--- src/rtl/kfpga_config_pkg.sv ---
// Shared definitions for the configuration loader and the IO tiles it feeds.
package kfpga_config_pkg;

  // Loader FSM states.
  typedef enum logic [1:0] {
    StIdle = 2'd0,
    StLoad = 2'd1,
    StDone = 2'd2
  } config_state_e;

  // IO tile configuration field offsets within one tile's slice of config_out.
  localparam int unsigned TileCfgWidth = 4;
  localparam int unsigned MuxIc0Off    = 0;
  localparam int unsigned MuxIc1Off    = 1;
  localparam int unsigned MuxIo0Off    = 2;
  localparam int unsigned MuxIo1Off    = 3;

  // Ceiling of log2; clog2(1) = 0.
  function automatic int unsigned clog2(input int unsigned v);
    int unsigned r;
    r = 0;
    while ((64'd1 << r) < 64'(v)) begin
      r++;
    end
    return r;
  endfunction

  // Integer division rounded up.
  function automatic int unsigned ceil_div(input int unsigned a, input int unsigned b);
    return (a + b - 1) / b;
  endfunction

endpackage

--- src/rtl/config_loader.sv ---
// Loads the configuration bitstream word by word into a shadow register and
// commits it to config_out atomically once the final word has arrived.
module config_loader
  import kfpga_config_pkg::*;
#(
  parameter int unsigned CONFIG_WIDTH = 16,
  parameter int unsigned WORD_WIDTH   = 4
) (
  input  logic                    clock,
  input  logic                    reset,
  input  logic                    config_start,
  input  logic [WORD_WIDTH-1:0]   data_in,
  input  logic                    data_in_valid,
  output logic                    data_in_ready,
  output logic [CONFIG_WIDTH-1:0] config_out,
  output logic                    config_loaded,
  output logic                    config_busy
);

  localparam int unsigned NumWords = ceil_div(CONFIG_WIDTH, WORD_WIDTH);
  localparam int unsigned CntW     = clog2(NumWords + 1);
  localparam int unsigned ShadowW  = NumWords * WORD_WIDTH;
  localparam logic [CntW-1:0] LastCnt = CntW'(NumWords - 1);

  config_state_e         state_q, state_d;
  logic [ShadowW-1:0]    shadow_q, shadow_d;
  logic [CntW-1:0]       word_count_q, word_count_d;
  logic [CONFIG_WIDTH-1:0] config_out_q, config_out_d;
  logic                  loaded_q, loaded_d;
  logic                  ready_q;
  logic                  accept;

  assign accept        = data_in_valid && ready_q;
  assign data_in_ready = ready_q;
  assign config_busy   = ready_q;
  assign config_out    = config_out_q;
  assign config_loaded = loaded_q;

  // Next-state: FSM, shadow fill, word counter and commit.
  always_comb begin
    state_d      = state_q;
    shadow_d     = shadow_q;
    word_count_d = word_count_q;
    config_out_d = config_out_q;
    loaded_d     = loaded_q;
    unique case (state_q)
      StIdle: begin
        if (config_start) begin
          state_d      = StLoad;
          shadow_d     = '0;
          word_count_d = '0;
        end
      end
      StLoad: begin
        // A restart wins over a word accepted in the same cycle.
        if (config_start) begin
          shadow_d     = '0;
          word_count_d = '0;
        end else if (accept) begin
          for (int unsigned w = 0; w < NumWords; w++) begin
            if (word_count_q == CntW'(w)) begin
              shadow_d[w*WORD_WIDTH +: WORD_WIDTH] = data_in;
            end
          end
          word_count_d = word_count_q + 1'b1;
          if (word_count_q == LastCnt) begin
            // Bits beyond CONFIG_WIDTH in the final word are dropped here.
            config_out_d = shadow_d[CONFIG_WIDTH-1:0];
            loaded_d     = 1'b1;
            state_d      = StDone;
          end
        end
      end
      StDone: begin
        if (config_start) begin
          state_d      = StLoad;
          loaded_d     = 1'b0;
          shadow_d     = '0;
          word_count_d = '0;
        end
      end
      default: begin
        state_d = StIdle;
      end
    endcase
  end

  // State registers with synchronous reset; ready/busy registered from next state.
  always_ff @(posedge clock) begin
    if (reset) begin
      state_q      <= StIdle;
      shadow_q     <= '0;
      word_count_q <= '0;
      config_out_q <= '0;
      loaded_q     <= 1'b0;
      ready_q      <= 1'b0;
    end else begin
      state_q      <= state_d;
      shadow_q     <= shadow_d;
      word_count_q <= word_count_d;
      config_out_q <= config_out_d;
      loaded_q     <= loaded_d;
      ready_q      <= (state_d == StLoad);
    end
  end

endmodule

--- config.mk ---
export PLATFORM = sky130hd
export DESIGN_NAME = config_loader
export DESIGN_NICKNAME = d
export VERILOG_FILES = /design/src/rtl/kfpga_config_pkg.sv /design/src/rtl/config_loader.sv
export SDC_FILE = /design/constraint.sdc
export NUM_CORES = 1
export LEC_CHECK = 0
export ABC_AREA = 1
export BUFFER_PORTS_ARGS = -buffer_cell sky130_fd_sc_hd__buf_2
export CAP_MARGIN = 20
export CORE_MARGIN = 2
export CORE_UTILIZATION = 30
export CTS_BUF_LIST = sky130_fd_sc_hd__clkbuf_4 sky130_fd_sc_hd__clkbuf_8 sky130_fd_sc_hd__clkbuf_16
export DETAILED_ROUTE_END_ITERATION = 6
export PLACE_DENSITY_LB_ADDON = 0.1
export SLEW_MARGIN = 20
export SYNTH_ARGS = -nofsm -noshare
export SYNTH_HDL_FRONTEND = slang
export SYNTH_SLANG_ARGS = --single-unit
--- constraint.sdc ---
create_clock -name clock -period 4.85 [get_ports clock]
set_clock_uncertainty 0.2 [all_clocks]
set_input_delay 0.485 -clock clock [delete_from_list [all_inputs] [get_ports clock]]
set_output_delay 0.485 -clock clock [all_outputs]
set_load 0.1 [all_outputs]
==> results of run 1 <==
-- worst max path at each step --
stage,end,cells after the start,slack (ns)
2_1_floorplan,config_out[10]$_SDFFE_PP0P_,6,2.73
3_3_place_gp,config_out[13]$_SDFFE_PP0P_,7,2.94
3_5_place_dp,config_out[13]$_SDFFE_PP0P_,7,2.90
4_1_cts,config_out[13]$_SDFFE_PP0P_,7,2.88
5_1_grt,config_out[9]$_SDFFE_PP0P_,8,2.67
6_report,config_out[13]$_SDFFE_PP0P_,7,2.92
-- logic make-up (layout without fill, tap and decap cells) --
group                    count (synthesis)  after routing  share of synthesized area [%]
AND/OR/NAND/NOR                        168            168                           37.7
flip-flops                              39             39                           43.1
buffers and inverters                   37             61                           9.45
AO/OA/AOI/OAI                           23             23                           6.35
adder cells (fa/ha/maj)                  5              5                           3.45
-- per-stage QoR --
stage               hold slack, ns  utilization [%]  area (sq um)  setup WS (ns)
finish                       0.267             34.8          2050           2.92
global route                 0.283             34.8          2050           2.67
CTS                          0.269             34.8          2050           2.88
detailed placement           0.257             33.4          1970           2.90
global placement             0.254             33.4          1970           2.94
floorplan                    0.239                -          1810           2.73
-- power breakdown --
part	internal, mW	switching [mW]
clock	0.0984	0.113
sequential	0.322	0.00113
combinational	0.00782	0.0352
total	0.428	0.149
-- flip-flops by register name, indices dropped and copies added (netlist names) --
register,flops
config_out,16
word_count_q,3
config_busy,1
config_loaded,1
state_q,2
shadow_q,16
-- worst max-delay path, delay by kind of cell, from the launching register on --
family	cells	cell delay, ns
adders and majority gates	2	0.40
buffers and inverters	1	0.09
DFF	1	0.39
and+or+nand+nor	4	0.74
-- area by class of cell --
cell class | instances | area share, %
Clock buffer | 5 | 3.36
Clock inverter | 3 | 0.732
Inverter | 27 | 4.94
Multi-Input combinational cell | 196 | 42.0
Sequential cell | 39 | 38.1
Tap cell | 75 | 4.58
Timing Repair Buffer | 26 | 6.35
-- per-layer routing --
metal | share of wire (%) | wire length [microns] | GRT usage, % | vias to the layer above
met5 | 0 | 0 | 0 | -
met4 | 1.2 | 51 | 4.00 | 0
met3 | 3.8 | 159 | 3.74 | 5
met2 | 46 | 1910 | 22.4 | 25
met1 | 49 | 2050 | 17.7 | 719
li1 | - | - | - | 876
-- placed cells by master (no fill, tap or decap), types with 5 or more instances in the layout --
cell      instances
nand3_1          21
buf_2            26
ha_1              5
dfxtp_1          39
nor2_1           35
inv_1            21
a21oi_1          22
clkbuf_8          5
nand2_1         108
inv_2             6
==> qor.json, run 1 <==
{
  "worst_r2r_startpoint": "word_count_q[1]$_SDFFE_PP0P_",
  "startpoint": "word_count_q[1]$_SDFFE_PP0P_",
  "crit_path_cell_trace": "ha_1 -> ha_1 -> inv_2 -> nor2_4 -> nand3_4 -> nor2_1 -> nor2_1",
  "worst_hold_path_depth": 2,
  "synth_enable_flop_cells": 0,
  "grt.overflow.total": 0,
  "remaining_drc_errors": 0,
  "worstHoldStart": "shadow_q[1]$_SDFFE_PP0P_",
  "outcome": "finished clean",
  "fmax_ghz": 0.519,
  "grt_use_total_pct": 13.7,
  "die-area_sq_um": 6680,
  "numCtsBuffers": 5,
  "timing.reg2reg.setup_slack_ns": 2.92,
  "ctsHoldBuffers": 0,
  "cellPowerDensity_nw_per_um2": 281,
  "ctsResizeCount": 0,
  "finalCritPeriodShare_pct": 39.7,
  "die_height_microns": 81.7,
  "tightest_slew_ns": 0.645,
  "io-pin-count": 27,
  "synth.top_cells.by_count": "nand2_1, dfxtp_1, nor2_1, a21oi_1",
  "cp.required_ns": 4.84,
  "worst_slew_margin_rel_pct": 57.0,
  "max_ir_drop_vdd_v": 0.000110,
  "routed_via_density": 4.38,
  "cts_sinks": 39,
  "drt_pre_antenna_iters": 4,
  "drv.max_cap_violation_count": 0,
  "route.antenna.remaining_nets": 0,
  "post-synth-top-count-cell": "nand2_1",
  "worstPathMaxFanout": 34,
  "synth_async_sr_flop_share_pct": 0,
  "first_iter_violations": 31,
  "synth-seq-area-share_pct": 43.1,
  "worst_skew_pair.late_latency_ns": 0.29,
  "final_cells": 371,
  "nets": 308,
  "clockBufferDepth": 2,
  "post-dp-hpwl_mm": 2.80,
  "grt_max_degree": 35,
  "core_area_sq_um": 5890,
  "postSynth.topFlopCell": "dfxtp_1",
  "wl_mm": 4.17,
  "synth_nets": 285,
  "cts_post_setup_buffers_inserted": 0,
  "synth_largest_area_cell": "dfxtp_1",
  "area.growth.synth_to_final_pct": 13.1,
  "antenna-diode-count": 0,
  "power.static_leakage_nw": 1.04,
  "syn-cell-area_sq_um": 1810,
  "root_buffer_master": "clkbuf_8",
  "routabilityCongestion": 0.685,
  "num_vias": 1625,
  "fraction_of_final_layout_cells_sized_beyond_drive_strength_1_pct": 14.9,
  "grt_antenna_before_repair": 0,
  "cp_data_arrival_time_ns": 1.91,
  "cell_types_occupying_the_most_area_after_synthesis": "dfxtp_1, nand2_1, nor2_1, a21oi_1, nand3_1",
  "timing.setup.tns_ns": 0,
  "syn-mean-instance-area_sq_um": 6.67,
  "setup-violations-final": 0,
  "critPathLaunchType": "register",
  "place_inst": 363,
  "numPortBuffers": 26,
  "synthesis.yosys.warnings": 0,
  "htree_num_levels": 2,
  "synth_cells": 272,
  "timing.final.hold_violations": 0,
  "floorplan.rows": 28,
  "regArea_sq_um": 781,
  "effective_utilization_at_floorplan_pct": 30.8,
  "netlist-cell-type-count": 17,
  "slowest_delay_ns": 0.39,
  "timing.setup.critical_path_class": "register to register",
  "r2r_cells": 7,
  "finalCriticalPeriod_ns": 1.93,
  "routedWlPerCell_microns": 11.2,
  "die-width_microns": 81.7,
  "cp_slowest_cell": "dfxtp_1",
  "rsz0062_at_grt": "false",
  "synthDominantCellAreaShare_pct": 43.1,
  "min_path_type": "register to register",
  "area_taken_by_multi_input_logic_gates_sq_um": 861,
  "r2r-end": "config_out[13]$_SDFFE_PP0P_",
  "clk_pin_slew_ns": 0.08,
  "fillerInstances": 662,
  "tritoncts": "yes",
  "design_power_total_mw": 0.577,
  "worstHoldEndpoint": "shadow_q[1]$_SDFFE_PP0P_",
  "grt_first_pass_wirelength_mm": 6.95,
  "setup.worst_path.end_class": "register",
  "number_of_global_route_vias_before_repair": 1497,
  "synth-seq-cells": 39,
  "timing_max_transition_violations_final": 0
}
Power figures use the tool's default switching activity.
==> run 2: changes to the inputs <==
==> constraint.sdc (replaced) <==
create_clock -name clock -period 1.7 [get_ports clock]
set_clock_uncertainty 0.2 [all_clocks]
set_input_delay 0.17 -clock clock [delete_from_list [all_inputs] [get_ports clock]]
set_output_delay 0.17 -clock clock [all_outputs]
set_load 0.1 [all_outputs]
==> qor.json, run 2 (synthesized netlist as in run 1, its figures left out) <==
{
  "drv.max_cap_violation_count": {"value": 0, "change": "unchanged"},
  "wl": {"value": 4.51, "unit": "mm", "change": "+8.3%"},
  "timing.reg2reg.setup_slack": {"value": 0.1, "unit": "ns", "change": "-2.83 ns"},
  "critPathLaunchType": "register",
  "grt_antenna_before_repair": {"value": 0, "change": "unchanged"},
  "power.static_leakage": {"value": 1.14, "unit": "nW", "change": "+10%"},
  "min_path_type": "primary input to register",
  "nets": {"value": 323, "change": "+4.9%"},
  "drt_pre_antenna_iters": {"value": 4, "change": "unchanged"},
  "route.antenna.remaining_nets": {"value": 0, "change": "unchanged"},
  "slowest_delay": {"value": 0.36, "unit": "ns", "change": "-0.03 ns"},
  "post-dp-hpwl": {"value": 2.91, "unit": "mm", "change": "+4.2%"},
  "grt_max_degree": {"value": 21, "change": "-40%"},
  "fmax": {"value": 0.623, "unit": "GHz", "change": "+20%"},
  "first_iter_violations": {"value": 77, "change": "+150%"},
  "cp_data_arrival_time": {"value": 1.60, "unit": "ns", "change": "-0.31 ns"},
  "antenna-diode-count": {"value": 0, "change": "unchanged"},
  "worst_slew_margin_rel": {"value": 67.8, "unit": "%", "change": "+11 points"},
  "r2r_cells": {"value": 8, "change": "+1"},
  "grt_use_total": {"value": 14.7, "unit": "%", "change": "+0.96 points"},
  "numPortBuffers": {"value": 26, "change": "unchanged"},
  "remaining_drc_errors": {"value": 0, "change": "unchanged"},
  "finalWorstSetupSlack": {"value": 0.0955, "unit": "ns", "change": "-2.83 ns"},
  "die_height": {"value": 81.7, "unit": "microns", "change": "unchanged"},
  "setup-violations-final": {"value": 0, "change": "unchanged"},
  "timing_max_transition_violations_final": {"value": 0, "change": "unchanged"},
  "fraction_of_final_layout_cells_sized_beyond_drive_strength_1": {"value": 21.9, "unit": "%", "change": "+7.0 points"},
  "clk_pin_slew": {"value": 0.08, "unit": "ns", "change": "about the same"},
  "worstPathMaxFanout": {"value": 10, "change": "-71%"},
  "finalCritPeriodShare": {"value": 94.4, "unit": "%", "change": "+55 points"},
  "r2r-end": "config_out[13]$_SDFFE_PP0P_",
  "post-place-ws": {"value": 0.0855, "unit": "ns", "change": "-2.81 ns"},
  "critPathBufInv": {"value": 2, "change": "+1"},
  "die-width": {"value": 81.7, "unit": "microns", "change": "unchanged"},
  "finalCriticalPeriod": {"value": 1.60, "unit": "ns", "change": "-0.322 ns"},
  "num_vias": {"value": 1688, "change": "+3.9%"},
  "htree_num_levels": {"value": 2, "change": "unchanged"},
  "cts_sinks": {"value": 39, "change": "unchanged"},
  "core_area": {"value": 5890, "unit": "sq um", "change": "unchanged"},
  "tritoncts": "yes",
  "outcome": "finished clean",
  "number_of_global_route_vias_before_repair": {"value": 1573, "change": "+5.1%"},
  "setup.worst_path.end_class": "register",
  "cp.required": {"value": 1.70, "unit": "ns", "change": "-3.14 ns"},
  "fillerInstances": {"value": 647, "change": "-2.3%"},
  "grt_first_pass_wirelength": {"value": 7.33, "unit": "mm", "change": "+5.6%"},
  "max_ir_drop_vdd": {"value": 0.000257, "unit": "V", "change": "+130%"},
  "routabilityCongestion": {"value": 0.769, "change": "+12%"},
  "root_buffer_master": "clkbuf_8",
  "worstHoldStart": "config_start",
  "worst_skew_pair.late_latency": {"value": 0.29, "unit": "ns", "change": "about the same"},
  "grt.overflow.total": {"value": 0, "change": "unchanged"},
  "crit_path_cell_trace": "ha_4 -> ha_4 -> inv_2 -> nor2_4 -> nand3_4 -> clkbuf_16 -> nor2_1 -> nor2_1",
  "critical-path-top-delay-family": "simple AND/OR/NAND/NOR gates",
  "cellPowerDensity": {"value": 779, "unit": "nW/um^2", "change": "+180%"},
  "cp_slowest_cell": "dfxtp_2",
  "worst_r2r_startpoint": "word_count_q[0]$_SDFFE_PP0P_",
  "io-pin-count": {"value": 27, "change": "unchanged"},
  "die-area": {"value": 6680, "unit": "sq um", "change": "unchanged"},
  "timing.setup.critical_path_class": "register to register",
  "timing.final.hold_violations": {"value": 0, "change": "unchanged"},
  "most-common-layout-cells": "nand2_1, dfxtp_1, nor2_1",
  "timing.setup.tns": {"value": 0, "unit": "ns", "change": "unchanged"},
  "worst_hold_path_depth": {"value": 4, "change": "+2"},
  "floorplan.rows": {"value": 28, "change": "unchanged"},
  "layout_commonest_cell": "nand2_1",
  "routed_via_density": {"value": 4.37, "change": "-0.16%"},
  "numCtsBuffers": {"value": 5, "change": "unchanged"},
  "routedWlPerCell": {"value": 11.7, "unit": "microns", "change": "+4.1%"},
  "final_core_utilization": {"value": 38.7, "unit": "%", "change": "+3.9 points"},
  "rsz0062_at_grt": "true",
  "effective_utilization_at_floorplan": {"value": 30.8, "unit": "%", "change": "unchanged"},
  "clockBufferDepth": {"value": 2, "change": "unchanged"},
  "tightest_slew": {"value": 0.487, "unit": "ns", "change": "-0.158 ns"},
  "worstHoldEndpoint": "state_q[1]$_SDFF_PP0_",
  "ctsHoldBuffers": {"value": 0, "change": "unchanged"},
  "area.growth.synth_to_final_pct": 25.7
}
run 2: changes by cell type in the layout (fill, tap and decap cells not counted), moves of 3 or more:
cell	delta
buf_4	+11
ha_1	-5
clkinv_2	-3
dfxtp_1	-3
ha_2	+3
run 2: layer usage:
layer,vias up,share of wire (%),GRT usage (%)
met5,-,0,0
met4,0,1.6,5.83
met3,6,3.5,3.96
met2,24,47,24.9
met1,749,48,17.5
li1,909,-,-
run 2: timing repair:
item | in CTS | in global routing
endpoints found under the setup margin | 0 | 15
gates resized for setup | 0 | 11
buffers inserted | 0 | 2
run 2: through the flow:
stage / instance area (sq um) / total power, mW / hold slack, ns / instances
6_report: 2280 / 1.78 / 0.0606 / 386
5_1_grt: 2280 / 1.85 / 0.0751 / 386
3_3_place_gp: 2070 / 1.08 / 0.251 / 374
4_1_cts: 2170 / 1.80 / 0.0538 / 382
3_5_place_dp: 2070 / 1.07 / 0.256 / 374
2_1_floorplan: 1820 / 1.03 / 0.148 / 272
run 2: worst reg2reg max path: cells and delay by family, from the launching register on:
| family | cells | cell delay (ns) |
|---|---|---|
| adders and majority gates | 2 | 0.27 |
| buffers and inverters | 2 | 0.24 |
| DFF | 1 | 0.36 |
| and+or+nand+nor | 4 | 0.42 |
run 2: layout make-up:
cell class                      count  area, sq um  area share (%)
Timing Repair Buffer               41          298            13.1
Sequential cell                    39          787            34.5
Multi-Input combinational cell    196          896            39.3
Tap cell                           75         93.8            4.12
Clock buffer                        8          104            4.56
Inverter                           27          101            4.45
run 2: worst max-delay path by stage:
stage | startpoint | to | slack, ns | cells past startpoint
2_1_floorplan | word_count_q[2]$_SDFFE_PP0P_ | config_out[10]$_SDFFE_PP0P_ | 0.009 | 9
3_3_place_gp | word_count_q[0]$_SDFFE_PP0P_ | config_out[10]$_SDFFE_PP0P_ | 0.14 | 9
3_5_place_dp | word_count_q[0]$_SDFFE_PP0P_ | config_out[8]$_SDFFE_PP0P_ | 0.09 | 8
4_1_cts | word_count_q[0]$_SDFFE_PP0P_ | config_out[9]$_SDFFE_PP0P_ | 0.07 | 9
5_1_grt | word_count_q[1]$_SDFFE_PP0P_ | config_out[10]$_SDFFE_PP0P_ | -0.02 | 9
6_report | word_count_q[0]$_SDFFE_PP0P_ | config_out[13]$_SDFFE_PP0P_ | 0.1 | 8
run 2: power breakdown:
part / internal, mW / switching, mW
clock: 0.387 / 0.337
combinational: 0.0280 / 0.103
sequential: 0.918 / 0.00318
total: 1.33 / 0.443
